<file path="src/rtl/wb_commit_tlb.sv">
// wb_commit_tlb: writeback/commit stage with TLB maintenance.
// Commits GPR/CSR writes, exception/ERTN flushes and TLB ops; TLBRD takes
// two cycles (IDLE then RD_WAIT) so the registered TLB array can be read.
// Optional feature macro: WB_TLBFILL_LFSR_EN selects a 16-bit Galois LFSR
// for the TLBFILL index instead of the default round-robin counter.
module wb_commit_tlb #(
  parameter  int TLBNUM = 16,
  parameter  int CNT_W  = 32,
  localparam int IDXW   = $clog2(TLBNUM)
) (
  input  logic             clk,
  input  logic             resetn,
  input  logic             ms_to_ws_valid,
  output logic             ws_allow_in,
  input  logic [31:0]      ms_pc,
  input  logic [31:0]      ms_result,
  input  logic [31:0]      ms_vaddr,
  input  logic             ms_gr_we,
  input  logic [4:0]       ms_dest,
  input  logic             ms_csr_re,
  input  logic             ms_csr_we,
  input  logic [13:0]      ms_csr_num,
  input  logic [31:0]      ms_csr_wmask,
  input  logic [31:0]      ms_csr_wvalue,
  input  logic             ms_ertn,
  input  logic             ms_ex,
  input  logic [5:0]       ms_ecode,
  input  logic [8:0]       ms_esubcode,
  input  logic [2:0]       ms_tlbop,
  input  logic [4:0]       ms_invtlb_op,
  input  logic             ms_srch_hit,
  input  logic [IDXW-1:0]  ms_srch_index,
  output logic [13:0]      csr_num,
  output logic             csr_re,
  input  logic [31:0]      csr_rvalue,
  output logic             csr_we,
  output logic [31:0]      csr_wmask,
  output logic [31:0]      csr_wvalue,
  output logic             ertn_flush,
  output logic             wb_ex,
  output logic [31:0]      wb_pc,
  output logic [31:0]      wb_vaddr,
  output logic [5:0]       wb_ecode,
  output logic [8:0]       wb_esubcode,
  input  logic [IDXW-1:0]  tlbidx_index,
  output logic             tlb_we,
  output logic [IDXW-1:0]  tlb_w_index,
  output logic [IDXW-1:0]  tlb_r_index,
  output logic             tlbrd_we,
  output logic             tlbsrch_we,
  output logic             tlbsrch_hit,
  output logic [IDXW-1:0]  tlbsrch_index,
  output logic             invtlb_valid,
  output logic [4:0]       invtlb_op,
  output logic             rf_we,
  output logic [4:0]       rf_waddr,
  output logic [31:0]      rf_wdata,
  output logic [31:0]      debug_wb_pc,
  output logic [3:0]       debug_wb_rf_we,
  output logic [4:0]       debug_wb_rf_wnum,
  output logic [31:0]      debug_wb_rf_wdata,
  output logic [CNT_W-1:0] retire_cnt
);
  localparam logic [2:0] OP_SRCH = 3'd1, OP_RD = 3'd2, OP_WR = 3'd3,
                         OP_FILL = 3'd4, OP_INV = 3'd5;

  typedef enum logic {S_IDLE, S_RD_WAIT} state_e;

  state_e            state_q, state_d;
  logic              ws_valid_q, ws_valid_d;
  logic              ws_ready_go, commit, ok, flush;
  logic [CNT_W-1:0]  retire_q;
  logic [IDXW-1:0]   rd_idx_q, fill_idx;

  logic [31:0] pc_q, result_q, vaddr_q, wmask_q, wvalue_q;
  logic        gr_we_q, csr_re_q, csr_we_q, ertn_q, ex_q, hit_q;
  logic [4:0]  dest_q, invop_q;
  logic [13:0] csr_num_q;
  logic [5:0]  ecode_q;
  logic [8:0]  esub_q;
  logic [2:0]  tlbop_q;
  logic [IDXW-1:0] sidx_q;

  // Stage register: captures the MEM payload on every accepted handshake
  always_ff @(posedge clk or negedge resetn) begin
    if (!resetn) begin
      pc_q <= '0; result_q <= '0; vaddr_q <= '0; wmask_q <= '0; wvalue_q <= '0;
      gr_we_q <= 1'b0; csr_re_q <= 1'b0; csr_we_q <= 1'b0; ertn_q <= 1'b0;
      ex_q <= 1'b0; hit_q <= 1'b0; dest_q <= '0; invop_q <= '0;
      csr_num_q <= '0; ecode_q <= '0; esub_q <= '0; tlbop_q <= '0; sidx_q <= '0;
    end else if (ms_to_ws_valid && ws_allow_in) begin
      pc_q <= ms_pc; result_q <= ms_result; vaddr_q <= ms_vaddr;
      wmask_q <= ms_csr_wmask; wvalue_q <= ms_csr_wvalue;
      gr_we_q <= ms_gr_we; csr_re_q <= ms_csr_re; csr_we_q <= ms_csr_we;
      ertn_q <= ms_ertn; ex_q <= ms_ex; hit_q <= ms_srch_hit;
      dest_q <= ms_dest; invop_q <= ms_invtlb_op; csr_num_q <= ms_csr_num;
      ecode_q <= ms_ecode; esub_q <= ms_esubcode; tlbop_q <= ms_tlbop;
      sidx_q <= ms_srch_index;
    end
  end

  // Valid, FSM state, latched read index and retire counter
  always_ff @(posedge clk or negedge resetn) begin
    if (!resetn) begin
      ws_valid_q <= 1'b0;
      state_q    <= S_IDLE;
      rd_idx_q   <= '0;
      retire_q   <= '0;
    end else begin
      ws_valid_q <= ws_valid_d;
      state_q    <= state_d;
      if (state_q == S_IDLE) rd_idx_q <= tlbidx_index;
      if (ok) retire_q <= retire_q + CNT_W'(1);
    end
  end

  // TLBRD next state: a non-excepting rd spends one extra cycle in RD_WAIT
  always_comb begin
    state_d = state_q;
    case (state_q)
      S_IDLE:    if (ws_valid_q && tlbop_q == OP_RD && !ex_q) state_d = S_RD_WAIT;
      S_RD_WAIT: state_d = S_IDLE;
      default:   state_d = S_IDLE;
    endcase
  end

  // TLBRD outputs: hold the stage in IDLE, read from the latched index in RD_WAIT
  always_comb begin
    ws_ready_go = 1'b1;
    tlb_r_index = tlbidx_index;
    if (state_q == S_IDLE) begin
      if (ws_valid_q && tlbop_q == OP_RD && !ex_q) ws_ready_go = 1'b0;
    end else begin
      tlb_r_index = rd_idx_q;
    end
  end

  // Handshake, flush and next valid
  always_comb begin
    commit      = ws_valid_q && ws_ready_go;
    ok          = commit && !ex_q;
    flush       = commit && (ex_q || ertn_q);
    ws_allow_in = !ws_valid_q || ws_ready_go;
    ws_valid_d  = ws_valid_q;
    if (flush)            ws_valid_d = 1'b0;
    else if (ws_allow_in) ws_valid_d = ms_to_ws_valid;
  end

`ifdef WB_TLBFILL_LFSR_EN
  logic [15:0] lfsr_q;
  // Free-running Galois LFSR; low bits pick the fill victim
  always_ff @(posedge clk or negedge resetn) begin
    if (!resetn) lfsr_q <= 16'hACE1;
    else         lfsr_q <= {1'b0, lfsr_q[15:1]} ^ (lfsr_q[0] ? 16'hB400 : 16'h0000);
  end
  assign fill_idx = lfsr_q[IDXW-1:0];
`else
  logic [IDXW-1:0] fill_q;
  // Round-robin fill victim; power-of-two depth wraps naturally
  always_ff @(posedge clk or negedge resetn) begin
    if (!resetn)                     fill_q <= '0;
    else if (ok && tlbop_q == OP_FILL) fill_q <= fill_q + IDXW'(1);
  end
  assign fill_idx = fill_q;
`endif

  // Commit-side outputs; every enable is gated by a non-excepting commit
  always_comb begin
    wb_ex         = commit && ex_q;
    ertn_flush    = commit && ertn_q && !ex_q;
    rf_we         = ok && gr_we_q;
    rf_waddr      = dest_q;
    rf_wdata      = csr_re_q ? csr_rvalue : result_q;
    csr_re        = 1'b1;
    csr_num       = csr_num_q;
    csr_we        = ok && csr_we_q;
    csr_wmask     = wmask_q;
    csr_wvalue    = wvalue_q;
    tlb_we        = ok && (tlbop_q == OP_WR || tlbop_q == OP_FILL);
    tlb_w_index   = (tlbop_q == OP_FILL) ? fill_idx : tlbidx_index;
    tlbrd_we      = ok && tlbop_q == OP_RD;
    tlbsrch_we    = ok && tlbop_q == OP_SRCH;
    tlbsrch_hit   = hit_q;
    tlbsrch_index = sidx_q;
    invtlb_valid  = ok && tlbop_q == OP_INV;
    invtlb_op     = invtlb_valid ? invop_q : 5'd0;
    wb_pc         = pc_q;
    wb_vaddr      = vaddr_q;
    wb_ecode      = ecode_q;
    wb_esubcode   = esub_q;
    debug_wb_pc       = pc_q;
    debug_wb_rf_we    = {4{rf_we}};
    debug_wb_rf_wnum  = dest_q;
    debug_wb_rf_wdata = rf_wdata;
    retire_cnt        = retire_q;
  end
endmodule

</file>
<file path="config.mk">
export PLATFORM = sky130hd
export DESIGN_NAME = wb_commit_tlb
export DESIGN_NICKNAME = d
export VERILOG_FILES = /design/src/rtl/wb_commit_tlb.sv
export SDC_FILE = /design/constraint.sdc
export NUM_CORES = 1
export LEC_CHECK = 0
export ABC_AREA = 1
export ABC_CLOCK_PERIOD_IN_PS = 2200
export CAP_MARGIN = 20
export CORE_AREA = 2 2 224 226
export DETAILED_ROUTE_END_ITERATION = 10
export DIE_AREA = 0 0 226 228
export PLACE_DENSITY = 0.6
export SLEW_MARGIN = 30
export SYNTH_ARGS = -nofsm -noshare
export SYNTH_HDL_FRONTEND = slang
export SYNTH_SLANG_ARGS = --single-unit
export TNS_END_PERCENT = 100
</file>
<file path="constraint.sdc">
create_clock -name clk -period 2.2 [get_ports clk]
set_clock_uncertainty 0.1 [all_clocks]
set_input_delay 0.55 -clock clk [delete_from_list [all_inputs] [get_ports clk]]
set_output_delay 0.55 -clock clk [all_outputs]
set_load 0.005 [all_outputs]
</file>
# After elaboration in Yosys (flattened, before gate mapping)
# Index checks and enable logic that the tools add are counted.
dict set report op_classes {
  addsub 2
  n_eq_ne 5
  n_mux 10
  bitwise_logic 1
  reduce_logical 22
}
# cell n
set op_table {}
lappend op_table {{$add 32x1->32 const B} 1}
lappend op_table {{$mux 32} 1}
lappend op_table {{$logic_and 1x1->1} 16}
lappend op_table {{$mux 4} 2}
lappend op_table {{$eq 3x2->1 const B} 2}
lappend op_table {{$eq 3x3->1 const B} 2}
lappend op_table {{$mux 1} 5}
lappend op_table {{$mux 5} 1}
lappend op_table {{$add 4x1->4 const B} 1}
lappend op_table {{$eq 3x1->1 const B} 1}
lappend op_table {{$logic_or 1x1->1} 3}
lappend op_table {{$logic_not 1->1} 2}
lappend op_table {{$pmux 1 s2} 1}
lappend op_table {{$reduce_bool 2->1} 1}
lappend op_table {{$not 1->1} 1}
dict set report totals {
  regBits 254
  output_inout_bits 327
}

# Logic depth before layout (Yosys ltp)
dict set report logic_depth {
  depth_word 9
  mapped_depth 9
  ltp_nobuf 9
}

# Least setup slack after synthesis
# Ideal clock, no wire load.
dict set report synth_path {
  kind {flip-flop to output port}
  from {register state_q}
  to {output debug_wb_rf_we[0]}
  arrival_time_ps 1361
  required_ps 1550
  setup_slack_ps 189
  stages_incl_launch_ff 9
  path_cell_list {dfrtp_1 > inv_2 > nand2_1 > o21ai_1 > nor2_2 > inv_2 > buf_2 > nor2_1 > buf_4}
}
dict set report synth_between {
  elab_chain_len 4
}
# item line_no
set synth_lines {}
lappend synth_lines {{from (decl)} 69} ;# state_e state_q, state_d;
lappend synth_lines {{from (signal assigned)} 111} ;# state_q <= state_d;
lappend synth_lines {{$mux 1} 131} ;# if (state_q == S_IDLE) begin
lappend synth_lines {{$logic_and 1x1->1} 140} ;# commit = ws_valid_q && ws_ready_go;
lappend synth_lines {{$logic_and 1x1->1} 141} ;# ok = commit && !ex_q;
lappend synth_lines {{$logic_and 1x1->1} 171} ;# rf_we = ok && gr_we_q;
lappend synth_lines {{to (decl)} 59} ;# output logic [3:0] debug_wb_rf_we,
# Every way passes these cells.

# Worst setup path after layout
dict set report layout_path {
  from {register tlbop_q[2]}
  to {output invtlb_op[0]}
}
dict set report layout_between {
  elab_chain_len 9
  elab_cells_between_ends 10
}
# item line_no
set layout_lines {}
lappend layout_lines {{from (decl)} 81} ;# logic [2:0] tlbop_q;
lappend layout_lines {{from (signal assigned)} 97} ;# ecode_q <= ms_ecode; esub_q <= ms_esubcode; tlbop_q <= ms_tlbop;
lappend layout_lines {{$eq 3x2->1} 132} ;# if (ws_valid_q && tlbop_q == OP_RD && !ex_q) ws_ready_go = 1'b0;
lappend layout_lines {{$logic_and 1x1->1 (2 in series)} 132}
lappend layout_lines {{$mux 1} 132}
lappend layout_lines {{$mux 1} 131}
lappend layout_lines {{$logic_and 1x1->1} 140}
lappend layout_lines {{$logic_and 1x1->1} 141}
lappend layout_lines {{$logic_and 1x1->1 (*)} 185} ;# invtlb_valid = ok && tlbop_q == OP_INV;
lappend layout_lines {{$mux 5 (*)} 186} ;# invtlb_op = invtlb_valid ? invop_q : 5'd0;
lappend layout_lines {{to (decl)} 54} ;# output logic [4:0] invtlb_op,
# Mark *: on every way between the ends. The rest lies on a longest branch, timed or not.

==> impl_metrics.py <==
metrics = {
    "status": {
        "status": "finished, violations left",
        "failed_checks": "negative setup slack",
    },
    "setup_path": {
        "worst_setup_path_start_kind": "flip-flop",
        "crit_path_end": "invtlb_op[0]",
        "reg2reg_to": "csr_num[13]",
        "crit_arrival_ps": 1910,
        "r2r_slack_ps": -180,
        "startpoint": "tlbop_q[2]",
        "end_kind": "primary output",
        "required_ps": 1550,
        "r2r_cells": 15,
        "criticalPathCategory": "flip-flop to primary output",
        "crit_fanout": 6,
        "reg2reg_from": "tlbop_q[2]",
    },
    "clocking": {
        "cts_root_buffer": "clkbuf_16",
        "clock_latency_ps": 560,
        "cts_max_level": 1,
        "clockBufferDepth": 3,
        "cts.sinks": 254,
        "cts_tree": "built",
        "cts_buffers": 29,
        "clk_pin_slew_worst_paths_ps": 60,
    },
    "pwr": {
        "total_power_mw": 14.25,
        "pwr-share-seq": 0.382,
        "combPwrFrac": 0.258,
        "power_switching_mw": 3.914,
        "p_int_mw": 10.34,
        "pwr_density_cell_nw_per_um2": 635.0,
        "leakagePower_nw": 10.56,
        "p_clk_frac": 0.360,
        "vdd_drop_max_uv": 515.3,
        "sw_frac_of_total": 0.2746,
    },
    "cells_and_area": {
        "nets": 2344,
        "drive_gt1_frac": 0.3035,
        "nFillCells": 4629,
        "synthToLayoutAreaGrowth_pct": 91.00,
        "antenna_cells": 0,
    },
    "timing": {
        "fin_setup_tns_ps": -30380,
        "fin_crit_ps": 2564,
        "setup_viol": 283,
        "maxSlewHeadroom": 0.6311,
        "final.setup.worst_slack_ps": -363.5,
        "worstMarginPinSlew_ps": 553.4,
        "timing.fmax_ghz": 0.3901,
        "slew_violations": 0,
        "finalCritPeriodShare": 1.165,
        "rsz0062_at_grt": "true",
        "hold_viol": 0,
    },
    "logic_synthesis": {
        "yosys-top-cells-area": "dfrtp_1 (54%), nand2_1 (17%), nand3_1 (8.4%)",
        "synth-simple-area-share": 0.2959,
        "yosysWarnings": 0,
        "synth_area_um2": 11750,
        "yosys.area.top_type": "dfrtp_1",
        "synth_async_sr_flop_share": 1.000,
        "synth_commonest_cells": "nand2_1 (529), dfrtp_1 (254), nand3_1 (197)",
        "synth_mux_area_frac": 0,
        "synth_nets": 1689,
        "synth-main-ff-cell": "dfrtp_1",
        "yosysMostFrequentCell": "nand2_1",
        "ys_ff_latch": 254,
        "netlist-cell-type-count": 23,
        "synth-compound-area-share": 0.03791,
        "synth_fa_ha_area_frac": 0.002130,
        "synth-edff-count": 0,
        "syn_inst": 1436,
        "seq_area_frac_synth": 0.5409,
        "synth_top_area_share": 0.5409,
        "syn_area_per_cell_um2": 8.182,
        "synthXorXnorAreaFrac": 0.01044,
        "synth_top_family_by_area": "simple AND/OR/NAND/NOR gates",
    },
    "floorplanning": {
        "io-pin-count": 578,
        "dieHeight_um": 228,
        "coreArea_um2": 49350,
        "initial_utilization": 0.2381,
        "num_rows": 82,
        "dieArea_um2": 51530,
        "die_w_um": 226,
    },
    "route": {
        "postRouteAntennaNets": 0,
        "drt_drc_violations_left": 0,
        "post_drt_wl_per_cell_um": 18.74,
        "wl_um": 52180,
        "dr.pass1.iters": 5,
        "via_count": 12280,
        "drt-vias-per-instance": 4.409,
        "drtIter0Drc": 718,
    },
    "placement": {
        "gp_congestion": 0.8470,
        "dpl.hpwl_um": 31250,
        "port-buffer-count": 576,
    },
    "global_route": {
        "grt_pass1_wl_um": 71010,
        "grt_max_degree": 81,
        "grt_antenna_before_repair": 1,
        "grtUsageTotal": 0.1761,
        "grt_pass1_vias": 12280,
        "grt_overflow_total": 0,
    },
    "job": {
        "cap_violations": 0,
    },
    "hold_path": {
        "hp-class": "input port to flip-flop",
    },
}
## layout by cell type (no fill, tap or decap), types with 27 or more instances in the layout
cell and n:
nor2_1 59, inv_1 70, buf_2 72, buf_4 57, nand2_1 383, buf_6 49
nand3_1 167, nand2_2 103, clkdlybuf4s50_1 472, buf_12 31, nand2_4 42, dfrtp_1 238
clkbuf_16 62, nand3_2 27, nor2_2 27
## timing repair
action	4_1_cts	5_1_grt
endpoints found under the hold margin	41	0
setup buffers	57	25
gates cloned	18	46
gates resized for setup	587	332
pin swaps	21	40
hold buffers	1	0
endpoints found under the setup margin	194	318
## critical path, stage by stage (launching register included)
cell and delay [ps]:
dfrtp_1 390, inv_2 140, nand3_4 110, o21ai_4 170, nor2_4 70, buf_6 120, nand3_2 50, buf_6 140
nor2_1 40, buf_2 120
## kinds of logic (layout without fill, tap and decap cells)
| family | count (synthesis) | after routing |
|---|---|---|
| XOR/XNOR | 14 | 14 |
| AND/OR/NAND/NOR | 842 | 842 |
| flip-flops | 254 | 254 |
| other | 1 | 1 |
| AO/OA/AOI/OAI | 89 | 89 |
| buffers and inverters | 234 | 910 |
| adder cells (fa/ha/maj) | 2 | 2 |
## final cells by class
cell class | count | area [µm²] | share of cell area
Tap cell | 672 | 840.8 | 0.03746
Clock inverter | 12 | 160.2 | 0.007136
Inverter | 79 | 304.0 | 0.01355
Multi-Input combinational cell | 948 | 5321 | 0.2371
Timing Repair Buffer | 779 | 8603 | 0.3833
Clock buffer | 40 | 837.1 | 0.03730
Sequential cell | 254 | 6376 | 0.2841
## worst min-delay path by stage
stage,from,endpoint,cells past startpoint
2_1_floorplan,resetn,csr_num[0],0
3_3_place_gp,wb_vaddr[29],wb_vaddr[29],2
3_5_place_dp,wb_vaddr[14],wb_vaddr[14],2
4_1_cts,ms_to_ws_valid,csr_num[8],3
5_1_grt,ms_to_ws_valid,csr_wvalue[12],3
6_report,ms_to_ws_valid,csr_wvalue[2],3
## routing by layer
metal / routed length [µm] / GRT usage / vias up
met3: 3807 / 0.04972 / 51
met5: 13 / 0 / -
met2: 26140 / 0.3102 / 427
met1: 21340 / 0.2101 / 6000
met4: 887 / 0.04305 / 2
li1: - / - / 5796
## stage by stage
| step | worst slack, ps | utilization | hold slack [ps] | cell area, µm² | std cells |
|---|---|---|---|---|---|
| 3_3_place_gp | -344.3 | 0.3653 | 352.4 | 18030 | 2594 |
| 2_1_floorplan | 189.0 | - | 154.4 | 11750 | 1436 |
| 3_5_place_dp | -360.6 | 0.3653 | 357.1 | 18030 | 2594 |
| 6_report | -363.5 | 0.4548 | 250.9 | 22440 | 2784 |
| 5_1_grt | -483.7 | 0.4548 | 249.3 | 22440 | 2784 |
| 4_1_cts | -348.4 | 0.4117 | 245.3 | 20320 | 2719 |
## flip-flops by register name, summed over array words and instances, names as in the netlist
name	flops
ws_valid_q	1
csr_we_q	1
gr_we_q	1
tlbsrch_index	4
wb_esubcode	9
retire_cnt	32
rd_idx_q	4
tlbsrch_hit	1
debug_wb_rf_wnum	5
csr_wmask	32
tlbop_q	3
wb_ecode	6
wb_vaddr	32
ex_q	1
result_q	32
ertn_q	1
fill_idx	4
invop_q	5
state_q	1
debug_wb_pc	32
csr_num	14
csr_wvalue	32
csr_re_q	1
## power by group through the flow
stage	clock [mW]	sequential (mW)	combinational, mW
global placement	0	5.48	2.87
finish	5.12	5.45	3.68
floorplan	0	5.45	1.01
global route	5.44	5.50	3.95
detailed placement	0	5.49	2.90
CTS	5.22	5.40	3.31
Power figures use the tool's default switching activity.
